`src/rtl/knapsack_search.sv`:
```
// Sequential sweep driver for the 5-item knapsack checker: walks all 32 selections
// and reports the highest-value one the combinational checker marks valid.
module knapsack_search #(
  parameter int W     = 5,
  parameter int VAL_A = 4,
  parameter int VAL_B = 2,
  parameter int VAL_C = 2,
  parameter int VAL_D = 1,
  parameter int VAL_E = 10
) (
  input  logic         clk,
  input  logic         rst_n,
  input  logic         start,
  input  logic         abort,
  output logic [4:0]   sel,
  input  logic         valid_in,
  output logic         busy,
  output logic         done,
  output logic         found,
  output logic [4:0]   best_sel,
  output logic [W-1:0] best_value
);

  localparam logic [1:0] IDLE  = 2'd0;
  localparam logic [1:0] SWEEP = 2'd1;
  localparam logic [1:0] DONE  = 2'd2;

  logic [1:0]   state;
  logic [4:0]   count;
  logic         trk_found;
  logic [4:0]   trk_sel;
  logic [W-1:0] trk_value;
  logic [W-1:0] cur_value;
  logic         take;
  logic         last;

  always_comb begin
    busy = (state == SWEEP);
    done = (state == DONE);
    sel  = (state == SWEEP) ? count : 5'd0;
  end

  always_comb begin
    cur_value = (sel[0] ? W'(VAL_A) : '0)
              + (sel[1] ? W'(VAL_B) : '0)
              + (sel[2] ? W'(VAL_C) : '0)
              + (sel[3] ? W'(VAL_D) : '0)
              + (sel[4] ? W'(VAL_E) : '0);
  end

  // Strict greater-than keeps the lowest-index selection on value ties.
  always_comb begin
    take = (state == SWEEP) && !abort && valid_in &&
           (!trk_found || (cur_value > trk_value));
    last = (state == SWEEP) && !abort && (count == 5'd31);
  end

  always_ff @(posedge clk or negedge rst_n) begin
    if (!rst_n) begin
      state      <= IDLE;
      count      <= 5'd0;
      trk_found  <= 1'b0;
      trk_sel    <= 5'd0;
      trk_value  <= '0;
      found      <= 1'b0;
      best_sel   <= 5'd0;
      best_value <= '0;
    end else begin
      case (state)
        IDLE: begin
          if (start) begin
            trk_found <= 1'b0;
            trk_sel   <= 5'd0;
            trk_value <= '0;
            count     <= 5'd0;
            state     <= SWEEP;
          end
        end
        SWEEP: begin
          if (abort) begin
            state <= IDLE;
          end else begin
            if (take) begin
              trk_found <= 1'b1;
              trk_sel   <= count;
              trk_value <= cur_value;
            end
            if (count == 5'd31) begin
              state <= DONE;
            end else begin
              count <= count + 5'd1;
            end
          end
          // Publish on the edge into DONE (folding in the final evaluation) so the
          // result is already visible in the cycle that done is high.
          if (last) begin
            found      <= take ? 1'b1      : trk_found;
            best_sel   <= take ? count     : trk_sel;
            best_value <= take ? cur_value : trk_value;
          end
        end
        DONE: begin
          state <= IDLE;
        end
        default: begin
          state <= IDLE;
        end
      endcase
    end
  end

endmodule

```
`config.mk`:
```
export PLATFORM = sky130hd
export DESIGN_NAME = knapsack_search
export DESIGN_NICKNAME = d
export VERILOG_FILES = /design/src/rtl/knapsack_search.sv
export SDC_FILE = /design/constraint.sdc
export NUM_CORES = 1
export LEC_CHECK = 0
export ABC_AREA = 1
export CAP_MARGIN = 20
export CORE_MARGIN = 2
export CORE_UTILIZATION = 54
export DETAILED_ROUTE_END_ITERATION = 8
export PLACE_DENSITY = 0.79
export REMOVE_ABC_BUFFERS = 1
export SKIP_CTS_REPAIR_TIMING = 1
export SLEW_MARGIN = 20
export SYNTH_ARGS = -nofsm -noshare
export SYNTH_HDL_FRONTEND = slang
export SYNTH_SLANG_ARGS = --single-unit
```
`constraint.sdc`:
```
create_clock -name clk -period 3.2 [get_ports clk]
set_clock_uncertainty 0.2 [all_clocks]
set_input_delay 0.48 -clock clk [delete_from_list [all_inputs] [get_ports clk]]
set_output_delay 0.48 -clock clk [all_outputs]
set_load 0.01 [all_outputs]
```
**After elaboration in Yosys (flattened, before gate mapping)**

Cells that the tools add are included.

- $add $sub $neg: 5
- Magnitude comparators: 1
- Equal/unequal tests: 7
- Muxes and demuxes: 24
- Reduce and logical (&&, ||, !) cells: 13

Operators with widths:

| operator | number |
|---|---|
| $mux 5 | 8 |
| $pmux 5 s2 | 3 |
| $mux 2 | 5 |
| $ne 2x2->1 const B | 3 |
| $add 4x2->5 | 1 |
| $add 5x1->5 | 1 |
| $add 5x1->5 const B | 1 |
| $add 5x4->5 | 1 |
| $eq 5x5->1 const B | 1 |
| $gt 5x5->1 | 1 |
| $add 3x2->4 | 1 |
| $logic_and 1x1->1 | 4 |
| $mux 1 | 4 |
| $mux 4 | 1 |
| $pmux 2 s2 | 1 |
| $reduce_and 2->1 | 2 |
| $reduce_and 4->1 | 1 |
| $mux 3 | 1 |
| $ne 3x2->1 const B | 1 |
| $reduce_and 3->1 | 1 |
| $eq 2x1->1 const B | 1 |
| $eq 2x2->1 const B | 1 |
| $logic_not 1->1 | 2 |
| $logic_not 2->1 | 1 |
| 3 further kinds | 3 |

- Bits in registers: 29

**Longest topological paths before layout**

Gate-level depths: netlist (run 1).

- Depth after elaboration: 13
- Depth in mapped cells: 21
- Mapped depth without buffers: 21

**Worst setup path after synthesis (run 1)**

OpenSTA, ideal clock, no wires.

- Path type: register -> register
- Start: register state[1]
- End: register best_sel[3]
- Data arrival time: 2.814 ns
- Setup slack: 0.069 ns
- Stages on the path, launching flop included: 20
- Path buffers: 0
- Period minus slack after synthesis: 3.131 ns
- Path through: dfrtp_1 > nor2_8 > inv_1 > nor2_1 > inv_1 > fa_1 > inv_1 > ha_1 > xor2_1 > inv_1 > ha_1 > nand2_1 > nor2_2 > nand2_1 > nand3_1 > nand2_2 > nand2_4 > nand3_2 > nand3_1 > nand2_1

- Elaborated cells on any way between the ends: 19
- Classes of those cells: 4 x add/sub; 1 x order compare; 1 x eq/ne; 7 x mux; 6 x reduce/logical

RTL lines:

| item | line | text |
|---|---|---|
| from (decl) | 28 | `logic [1:0] state;` |
| from (signal assigned) | 60 | `state <= IDLE;` |
| from (signal assigned) | 76 | `state <= SWEEP;` |
| from (signal assigned) | 81 | `state <= IDLE;` |
| $eq 2x1->1 | - |  |
| net busy | 17 | `output logic busy,` |
| $mux 5 | 40 | `sel = (state == SWEEP) ? count : 5'd0;` |
| net sel[2] | 15 | `output logic [4:0] sel,` |
| $mux 2 | 46 | `+ (sel[2] ? W'(VAL_C) : '0)` |
| $add 4x2->5 | 46 |  |
| $add 5x1->5 | 47 | `+ (sel[3] ? W'(VAL_D) : '0)` |
| $add 5x4->5 | 48 | `+ (sel[4] ? W'(VAL_E) : '0);` |
| $gt 5x5->1 | 54 | `(!trk_found \|\| (cur_value > trk_value));` |
| $logic_or 1x1->1 | 54 |  |
| $logic_and 1x1->1 | 53 | `take = (state == SWEEP) && !abort && valid_in &&` |
| $mux 5 | 98 | `best_sel <= take ? count : trk_sel;` |
| to (signal assigned) | 98 |  |
| to (decl) | 20 | `output logic [4:0] best_sel,` |

The timed path passes the listed nets, and every way through them passes these cells.
A chain may end at the register's enable or synchronous reset.

**Worst setup path after layout (run 1)**

- Start: register state[1]
- End: register trk_value[0]

- Longest elaborated chain between the ends: 13
- Elaborated cells on any way between the ends: 24
- Classes of those cells: 4 x add/sub; 1 x order compare; 3 x eq/ne; 9 x mux; 7 x reduce/logical

RTL lines:

| item | line | text |
|---|---|---|
| $eq 2x1->1 | 40, 53, 69 |  |
| $mux 5 | 40 |  |
| $mux 2 / $mux 3 (equally long branches) | 45, 44 |  |
| $add 3x2->4 | 45 | `+ (sel[1] ? W'(VAL_B) : '0)` |
| $add 4x2->5 | 46 |  |
| $add 5x1->5 | 47 |  |
| $add 5x4->5 | 48 |  |
| $gt 5x5->1 | 54 |  |
| $logic_or 1x1->1 | 54 |  |
| $logic_and 1x1->1 | 53 |  |
| $mux 5 | 83 | `if (take) begin` |
| $mux 5 | 80 | `if (abort) begin` |
| $pmux 5 s2 | 69 | `case (state)` |
| to (signal assigned) | 86 | `trk_value <= cur_value;` |
| to (decl) | 32 | `logic [W-1:0] trk_value;` |

Parallel ways exist; a longest one is shown, timed or not. The select of a mux whose other input is x is not followed.

==> results of run 1 <==
## metal layers
metal | up-vias | wire length, um
met3 | 17 | 271
met2 | 56 | 1950
met4 | 0 | 115
met1 | 679 | 1530
met5 | - | 0
li1 | 707 | -
## where the power goes
group          internal [mW]  leakage [nW]  switching (mW)  total, mW
sequential             0.400         0.395          0.0282      0.428
combinational          0.132         0.661           0.256      0.388
clock                  0.103        0.0314           0.122      0.226
total                  0.635          1.09           0.407       1.04
## flip-flops by register name (all words and copies together) (netlist names)
signal	flops
best_value	5
found	1
best_sel	5
trk_value	5
trk_found	1
trk_sel	5
state	2
count	5
## Yosys cell counts
cell type	number	share of area, %
nand2_1	55	12
nand3_2	1	0.60
nor2_8	2	2.4
fa_1	1	1.2
inv_2	2	0.45
nand3_1	34	10
dfrtp_1	29	44
nor2_1	7	1.6
inv_1	35	7.9
nor3_1	3	0.90
xor2_1	1	0.53
nor2_2	2	0.75
a21oi_1	1	0.30
o21ai_1	5	1.5
clkinv_1	1	0.22
buf_4	1	0.45
ha_1	9	6.8
nand2_4	2	1.4
buf_2	2	0.60
nand2_2	11	4.1
nand2_8	1	1.2
o21ai_0	2	0.60
o21ai_2	1	0.53
## logic make-up after synthesis
family	Yosys count	synth area share (%)
simple gates	118	35.5
flops	29	43.5
compound gates	9	2.93
fa+ha+maj	10	7.95
buf+inv	41	9.60
xor+xnor	1	0.525
## through the flow
step	std cells	power (mW)
after floorplan	205	0.655
after global placement	263	0.726
after detailed placement	263	0.737
after CTS	270	0.963
after global routing	274	1.10
final	274	1.04
## cell usage in the layout (no fill, tap or decap)
cell type	netlist	final
nor3_1	3	3
buf_4	1	4
xor2_2	0	1
dfrtp_2	0	1
clkbuf_1	0	1
ha_4	0	2
clkbuf_4	0	5
nand2_1	55	53
nand2_8	1	3
a21oi_1	1	1
nand2_2	11	11
nor2_2	2	3
clkinv_1	1	1
inv_1	35	32
o21ai_0	2	2
nand2_4	2	4
nand3_4	0	1
nand3_1	34	30
dfrtp_1	29	28
nand3_2	1	4
buf_6	0	1
clkbuf_8	0	1
nor2_1	7	5
ha_1	9	7
inv_2	2	4
nor2_4	0	1
o21ai_2	1	1
nor2_8	2	2
o21ai_1	5	5
clkdlybuf4s50_1	0	22
fa_2	0	1
inv_4	0	1
## worst max-delay path: cells and delay by family, from the launching register on
kind | cells | cell delay, ns
buf+inv | 4 | 0.28
simple gates | 12 | 1.10
xor+xnor | 1 | 0.19
fa+ha+maj | 3 | 0.78
flops | 1 | 0.45
## cell type report
class                           count  area (um2)
Fill cell                         223         863
Sequential cell                    29         727
Inverter                           38         145
Clock buffer                        7        55.1
Timing Repair Buffer               27         262
Multi-Input combinational cell    140         910
Tap cell                           33        41.3
## path summary, 6_finish.rpt
kind,startpoint,to,cells past startpoint
worst max-delay path,state[1],trk_value[0],20
worst min-delay path,best_sel[2],best_sel[2],2
worst max register to register,state[1],trk_value[0],20
worst min register to register,best_sel[2],best_sel[2],2
max in group asynchronous,rst_n,state[1],2
min in group asynchronous,rst_n,best_value[1],2
==> flow_summary.yaml, run 1 <==
outcome:
  status: "completed"
finish:
  nets: 256
  syn2layout_area_growth_pct: 28.3
  layout-drive-gt1-share_pct: 21.2
  diodes: 0
  final_core_util_pct: 71.3
  stdcell_area_um2: 2140
grt:
  grt_pass1_wl_um: 5640
  grt.met3_usage_pct: 4.80
  grtUsageTotal_pct: 21.8
  grt_use_met1_pct: 27.5
  grt-busiest-layer: "met2"
  antenna_found_initial: 0
  gr-usage-met2_pct: 34.1
  grt_overflow_total: 0
  first_global_vias: 1269
  grt_start_max_net_pins: 30
synth:
  synthCells: 208
  avgSynthCellArea_um2: 8.02
  ys_seq_elements: 29
  synth.yosys.warnings: 0
  synth_area_um2: 1670
  synth_cell_types: 23
  synth.yosys.seq_area_share_pct: 43.5
timing:
  worst_slew_pin_slew_ns: 0.438
  fin_ws_ns: 0.130
  finalSetupViolCount: 0
  finalHoldViolCount: 0
  final.period_utilization_pct: 95.9
  whs_ns: 0.281
  max_freq_mhz: 326
  fin_tns_setup_ns: 0
  maxSlewHeadroom_pct: 70.7
  slew_violations: 0
  fin_crit_ns: 3.07
setup_path:
  cp_max_fo: 6
  crit_chain: "nor2_8 > inv_4 > nor2_4 > inv_1 > fa_2 > inv_2 > ha_4 > xor2_2 > inv_2 > ha_4 > nand2_2 > nor2_2 > nand2_1 > nand3_1 > nand2_2 > nand2_8 > nand2_8 > nand2_2 > nand3_1 > nand2_1"
  setup.worst_path.start_class: "flop"
  slowest_stage: "dfrtp_2"
  cp.required_ns: 3.28
  path_class: "flop to flop"
  max_stage_delay_ns: 0.45
  arrival_ns: 3.15
  worstSetupEndpointType: "flop"
  crit_top_cell: "nand2_2"
  reg2reg_slack_ns: 0.13
clocking:
  clkLatencyLatePin_ns: 0.34
  clkSinkCount: 29
  htree_levels: 2
  cts_tree: "yes"
  clk_path_buf_depth: 2
  clk_pin_slew_ns: 0.08
  cts_buffers: 5
  cts_root_buf: "clkbuf_4"
routing:
  vias: 1459
  ant_nets: 0
  wire_per_inst_um: 14.1
  dr.pass1.iters: 4
  drtIter0Drc: 61
  route.detailed.drc: 0
  vias_per_cell: 5.32
  routed_wl_um: 3870
die:
  io_pins: 23
  rows: 20
  core-area_um2: 3000
  die_x_um: 59.6
  die_h_um: 59.6
  start_util_pct: 55.5
  dieArea_um2: 3550
power_and_ir_drop:
  p_leak_nw: 1.09
  vdd.ir_drop.worst_v: 0.000294
  pwr_density_cell_nw_per_um2: 487
placed_design:
  hpwl_um: 2550
  numPortBuffers: 22
  gp_congestion: 0.890
  dp_slack_ns: 0.0328
  dpl_cell_area_um2: 1930
hold_path:
  min-delay-path-class: "flop to flop"
run:
  maxCapViolCount: 0
No activity file was read; power rests on OpenSTA's default activity.
==> inputs of run 2 (changes only) <==
--- a/config.mk
+++ b/config.mk
@@ -7,7 +7,7 @@
 export LEC_CHECK = 0
 export ABC_AREA = 1
 export CAP_MARGIN = 20
-export CORE_MARGIN = 2
+export CORE_MARGIN = 4
 export CORE_UTILIZATION = 54
 export DETAILED_ROUTE_END_ITERATION = 8
 export PLACE_DENSITY = 0.79
==> constraint.sdc (replaced) <==
create_clock -name clk -period 3.1 [get_ports clk]
set_clock_uncertainty 0.2 [all_clocks]
set_input_delay 0.465 -clock clk [delete_from_list [all_inputs] [get_ports clk]]
set_output_delay 0.465 -clock clk [all_outputs]
set_load 0.01 [all_outputs]
==> flow_summary.yaml, run 2 (synthesis gave the netlist of run 1 again) <==
placed_design:
  gp_congestion: 0.934
  numPortBuffers: 22
  hpwl_um: 2780
  dpl_cell_area_um2: 1940
outcome:
  status: "finished, violations left"
  violations: "negative setup slack"
finish:
  final_cell_mix: "nand2_1, inv_1, dfrtp_1"
  stdcell_area_um2: 2220
  diodes: 0
  layout-drive-gt1-share_pct: 24.3
  nets: 257
  syn2layout_area_growth_pct: 33.2
  nFillCells: 209
  mostFrequentLayoutCell: "nand2_1"
timing:
  maxSlewHeadroom_pct: 70.6
  finalSetupViolCount: 7
  max_freq_mhz: 318
  final.period_utilization_pct: 101
  fin_crit_ns: 3.14
  worst_slew_pin_slew_ns: 0.440
  fin_ws_ns: -0.0413
  slew_violations: 0
  finalHoldViolCount: 0
  whs_ns: 0.285
clocking:
  cts_buffers: 5
  htree_levels: 2
  clkSinkCount: 29
  clkLatencyLatePin_ns: 0.34
  cts_tree: "yes"
  cts_root_buf: "clkbuf_4"
  clk_pin_slew_ns: 0.10
  clk_path_buf_depth: 2
die:
  dieArea_um2: 4040
  io_pins: 23
  die_x_um: 63.6
  rows: 19
  core-area_um2: 2850
  die_h_um: 63.6
  start_util_pct: 58.5
power_and_ir_drop:
  p_leak_nw: 1.13
  pwr_density_cell_nw_per_um2: 560
  vdd.ir_drop.worst_v: 0.000466
setup_path:
  slowest_stage: "dfrtp_1"
  startpoint: "state[1]"
  setup.worst_path.start_class: "flop"
  worstReg2RegStart: "state[1]"
  worstSetupEndpointType: "flop"
  cp_max_fo: 6
  cp.required_ns: 3.18
  path_class: "flop to flop"
  max_stage_delay_ns: 0.45
  arrival_ns: 3.22
  crit_chain: "nor2_8 > inv_4 > nor2_4 > inv_2 > fa_2 > inv_2 > ha_4 > xor2_4 > inv_2 > ha_4 > nand2_2 > nor2_4 > nand2_2 > nand3_2 > nand2_4 > nand2_8 > nand2_8 > nand2_2 > nand3_1 > nand2_1"
routing:
  dr.pass1.iters: 4
  route.detailed.drc: 0
  vias: 1532
  ant_nets: 0
  vias_per_cell: 5.59
  routed_wl_um: 4460
  wire_per_inst_um: 16.3
  drtIter0Drc: 96
grt:
  antenna_found_initial: 0
  grtUsageTotal_pct: 19.9
  grt_start_max_net_pins: 30
  first_global_vias: 1411
  grt_pass1_wl_um: 6140
  grt_overflow_total: 0
hold_path:
  min_from: "best_value[4]"
  min-delay-path-class: "flop to flop"
run:
  maxCapViolCount: 0
run 2: area by class of cell:
cell class	instances	area, um2	area share (%)
sequential	29	726	32.7
inverter	38	145	6.53
tap	31	38.8	1.75
clock buffer	7	55.1	2.48
timing repair buffer	28	265	11.9
clock inverter	1	30.0	1.35
multi-input combinational	140	962	43.3
run 2: per-stage QoR:
stage          power [mW]  setup WS (ns)  std cells  util (%)  setup TNS (ns)
2_1_floorplan       0.676        -0.0321        205         -          -0.600
3_3_place_gp        0.748         0.0954        262      68.0               0
3_5_place_dp        0.765        -0.0404        262      68.0          -0.339
4_1_cts              1.09        -0.0506        270      71.0          -0.528
5_1_grt              1.31         -0.183        274      77.9           -2.74
6_report             1.24        -0.0413        274      77.9          -0.112
run 2: path summary, 6_finish.rpt:
path | endpoint | slack [ns] | cells past startpoint
max | trk_sel[1] | -0.04 | 20
min | best_value[4] | 0.29 | 2
max reg2reg | trk_sel[1] | -0.04 | 20
min reg2reg | best_value[4] | 0.29 | 2
max in group asynchronous | found | 2.12 | 2
min in group asynchronous | trk_value[1] | 0.30 | 2
run 2: metal layers:
metal  global-route usage (%)  vias up  routed length (um)
met2                     34.0       59                2300
li1                         -      713                   -
met3                     3.91        7                 275
met4                     11.1        0                  54
met1                     23.2      753                1830
met5                        0        -                   0
run 2: report_power, final:
group | switching [mW] | total, mW | leakage (nW) | internal [mW]
registers | 0.0335 | 0.446 | 0.397 | 0.413
logic | 0.313 | 0.471 | 0.683 | 0.158
clock network | 0.135 | 0.327 | 0.0455 | 0.192
run 2: critical path, delay by kind of cell, from the launching register on:
family	cells	cell delay, ns
AND/OR/NAND/NOR	12	1.23
buffers and inverters	4	0.27
flip-flops	1	0.45
adder cells (fa/ha/maj)	3	0.79
XOR/XNOR	1	0.16
